==> config.mk <==
export PLATFORM = sky130hd
export DESIGN_NAME = run_watchdog
export DESIGN_NICKNAME = d
export VERILOG_FILES = /design/src/rtl/run_watchdog.sv
export SDC_FILE = /design/constraint.sdc
export NUM_CORES = 1
export LEC_CHECK = 0
export CAP_MARGIN = 20
export CORE_MARGIN = 4
export CORE_UTILIZATION = 61
export DETAILED_ROUTE_END_ITERATION = 16
export PLACE_DENSITY = 0.81
export SKIP_CTS_REPAIR_TIMING = 1
export SLEW_MARGIN = 20
export SYNTH_ARGS = -nofsm -noshare
export SYNTH_HDL_FRONTEND = slang
export SYNTH_SLANG_ARGS = --single-unit
export TNS_END_PERCENT = 10
==> constraint.sdc <==
create_clock -name clk -period 4.2 [get_ports clk]
set_input_delay 0.84 -clock clk [delete_from_list [all_inputs] [get_ports clk]]
set_output_delay 0.84 -clock clk [all_outputs]
set_load 0.01 [all_outputs]
==> src/rtl/run_watchdog.sv <==
// ---------------------------------------------------------------------------
// run_watchdog
//   16-bit saturating cycle counter used as a global run watchdog.
//   Ports:
//     clk, rst : clock, async active-high reset
//     clr      : synchronous clear (start of a run)
//     en       : count this cycle
//     expire   : this enabled cycle brings the count to LIMIT (LIMIT >= 1)
// ---------------------------------------------------------------------------
module run_watchdog #(
  parameter int unsigned LIMIT = 255
) (
  input  logic clk,
  input  logic rst,
  input  logic clr,
  input  logic en,
  output logic expire
);

  localparam logic [15:0] LAST = 16'(LIMIT - 1);

  logic [15:0] count_q;
  logic [15:0] count_d;

  always_comb begin
    count_d = count_q;
    if (clr) begin
      count_d = '0;
    end else if (en && (count_q != 16'hFFFF)) begin
      count_d = count_q + 16'd1;
    end
  end

  // Firing on the increment that reaches LIMIT lets the controller leave RUN
  // on the same edge instead of one cycle late.
  assign expire = en && (count_q >= LAST);

  // NOTE: state flops use non-blocking assignments so every flop samples
  // pre-edge values; blocking here would create order-dependent races.
  always_ff @(posedge clk or posedge rst) begin
    if (rst) begin
      count_q <= '0;
    end else begin
      count_q <= count_d;
    end
  end

endmodule

==> results.py <==
metrics = {
    "worst_setup_path": {
        "crit_top_cell": "clkdlybuf4s50_1",
        "setup.worst_path.start_class": "input pin",
        "cp.arrival_ns": 2.39,
        "cp.required_ns": 3.36,
        "critPathLaunch": "en",
        "slowest_stage": "clkdlybuf4s50_1",
        "cpPeakStageDelay_ns": 0.74,
        "timing.critical_path.to_type": "primary output",
        "r2r-start": "count_q[1]",
        "crit_type": "in -> out",
        "crit_path_max_fanout": 14,
        "crit_path_cell_trace": "clkdlybuf4s50_1, inv_1, a31oi_1, clkdlybuf4s50_1",
    },
    "sta": {
        "setup_ws_ns": 0.9686,
        "setup_viol": 0,
        "finalHoldViolCount": 0,
        "fin_crit_sh_pct": 76.94,
        "fin_crit_ns": 3.231,
        "fmaxAchievable_ghz": 0.3095,
        "slew_violations": 0,
        "timing.setup.tns_ns": 0,
        "skew_ns": 0.0007482,
        "hold_ws_ns": 0.5812,
        "slew_headroom_pct": 55.46,
        "rsz0062_at_grt": "false",
        "tightest_slew_ns": 0.6626,
    },
    "placed_design": {
        "placed_area_um2": 1008,
        "place_congestion": 0.9158,
        "post-dp-hpwl_um": 1437,
        "dpl_worst_slack_ns": 0.9856,
        "portBuffers": 4,
    },
    "pwr": {
        "p_leak_nw": 0.4097,
        "ir_drop_uv": 196.3,
        "pwr_density_cell_nw_per_um2": 265.1,
    },
    "clock_tree": {
        "clkTransAtPathRegs_ns": 0.09,
        "htree_levels": 1,
        "cts_tree": "yes",
        "clock-sinks": 16,
        "cts_buffer_depth": 2,
        "cts-root-buf": "clkbuf_4",
        "clock_latency_ns": 0.29,
        "cts_made_buffers": 3,
    },
    "layout": {
        "nNetsFinal": 120,
        "drive_gt1_share_pct": 8.850,
        "regMostFlops": "count_q",
        "area_growth_pct": 7.742,
        "reg.largest.list": "count_q x16",
        "fin_area_um2": 1045,
        "diodes": 0,
        "largest_register_ffs": 16,
    },
    "grt": {
        "grt_antenna_before_repair": 0,
        "grtUsageTotal_pct": 22.26,
        "grt_max_degree": 17,
        "grt_pass1_vias": 793,
        "grt_pass1_wl_um": 3574,
        "grt_overflow_total": 0,
    },
    "floorplan": {
        "core_area_um2": 1506,
        "std_cell_rows": 14,
        "die_h_um": 47.87,
        "die_area_um2": 2292,
        "die-width_um": 47.87,
        "start_util_pct": 64.37,
        "ios": 5,
    },
    "synthesis": {
        "netlist_area_um2": 969.7,
        "synth_top_area_share_pct": 41.29,
        "syn_area_per_cell_um2": 8.815,
        "ys_warn_count": 0,
        "yosys.area.top_type": "dfrtp_1",
        "synthCells": 110,
        "synthTopCellsByArea": "dfrtp_1 41%, nand4_1 5.8%, a21oi_1 5.7%",
        "ys_seq_area_share_pct": 41.29,
        "synth_cell_type_count": 32,
        "ys_ff_latch": 16,
        "synth_nets": 116,
    },
    "min_path": {
        "hp-start": "count_q[7]",
        "min_path_type": "reg -> reg",
    },
    "detailed_routing": {
        "wl_per_cell_um": 15.74,
        "drtIter0Drc": 9,
        "avgViaCountPerCell": 6.690,
        "vias": 863,
        "drt-total-wl_um": 2031,
        "ant_nets": 0,
        "drc_errors": 0,
        "firstDrtPassIters": 4,
    },
    "flow_run": {
        "maxCapViolations": 0,
    },
    "outcome": {
        "outcome": "complete, no violations",
    },
}
==> cell usage after synthesis, drive strengths merged <==
master   instances
inv              5
nor2             4
a31oi            2
nand4           10
a311oi           1
or4              2
dfrtp           16
a21oi           11
nor3             3
or2              2
o41ai            1
buf              1
o2111ai          2
xor2             1
and4             3
o31ai            2
o311ai           1
ha               2
or3              7
nor4             4
o211a            1
nand2            6
clkbuf           4
and3             1
o211ai           2
a31o             1
nand3            8
o21ai            7
==> critical path, delay by kind of cell <==
| kind | cells | cell delay [ns] |
|---|---|---|
| buffers and inverters | 3 | 1.39 |
| AOI/OAI and AO/OA | 1 | 0.15 |
==> where the power goes <==
group          total (mW)  leakage, nW  internal [mW]  switching [mW]
combinational      0.0165        0.167        0.00570          0.0108
sequential          0.158        0.222          0.156         0.00284
clock               0.102       0.0210         0.0528          0.0493
total               0.277        0.410          0.214          0.0629
==> layout by cell type, fill, tap and decap left out, types with 2 or more instances in the layout <==
cell / synthesis / routed
ha_1: 2 / 2
nand3_1: 8 / 8
o211ai_1: 2 / 2
nor2_1: 4 / 4
or3_1: 7 / 7
nand4_1: 9 / 9
o31ai_1: 2 / 2
o21ai_0: 7 / 7
a31oi_1: 2 / 2
nor4_1: 3 / 3
inv_1: 5 / 5
clkbuf_4: 0 / 3
o2111ai_1: 2 / 2
or2_2: 2 / 2
nor3_1: 3 / 3
dfrtp_1: 16 / 16
and4_1: 3 / 3
nand2_1: 6 / 6
a21oi_1: 11 / 11
clkdlybuf4s50_1: 0 / 4
==> cell families (layout without fill, tap and decap cells) <==
kind of cell / Yosys count / count (layout) / share of synthesized area [%]
buf+inv: 10 / 13 / 4.128
compound gates: 31 / 31 / 20.13
flops: 16 / 16 / 41.29
fa+ha+maj: 2 / 2 / 2.580
xor+xnor: 1 / 1 / 0.9034
simple gates: 50 / 50 / 30.97
==> stage by stage <==
| stage | total power, mW | util (%) | instances |
|---|---|---|---|
| after floorplan | 0.1711 | - | 110 |
| after global placement | 0.1774 | 66.94 | 125 |
| after detailed placement | 0.1779 | 66.94 | 125 |
| after CTS | 0.2800 | 69.35 | 129 |
| after global routing | 0.2930 | 69.35 | 129 |
| final | 0.2770 | 69.35 | 129 |
==> final cells by class <==
type | instances | area (um^2)
clock buffer | 4 | 36.28
fill | 126 | 461.7
inverter | 5 | 18.77
multi-input combinational | 84 | 529.3
sequential | 16 | 400.4
tap | 16 | 20.02
timing repair buffer | 4 | 40.04
==> final timing paths <==
path                               end  slack, ns  cells after the start
setup reg to reg           count_q[14]       2.27                      5
hold / removal              count_q[7]       0.58                      2
hold reg to reg             count_q[7]       0.58                      2
min in group asynchronous  count_q[12]       0.92                      2
max in group asynchronous  count_q[15]       2.89                      2
setup / recovery                expire       0.97                      4
==> layer usage <==
layer | vias up | wire length [um] | track usage [%]
met5 | - | 0 | 0
met4 | 0 | 36 | 11.29
met3 | 4 | 41 | 3.383
met2 | 9 | 945 | 33.77
met1 | 402 | 1008 | 30.50
li1 | 448 | - | -
Note: power is estimated with default switching activity, not from simulation.
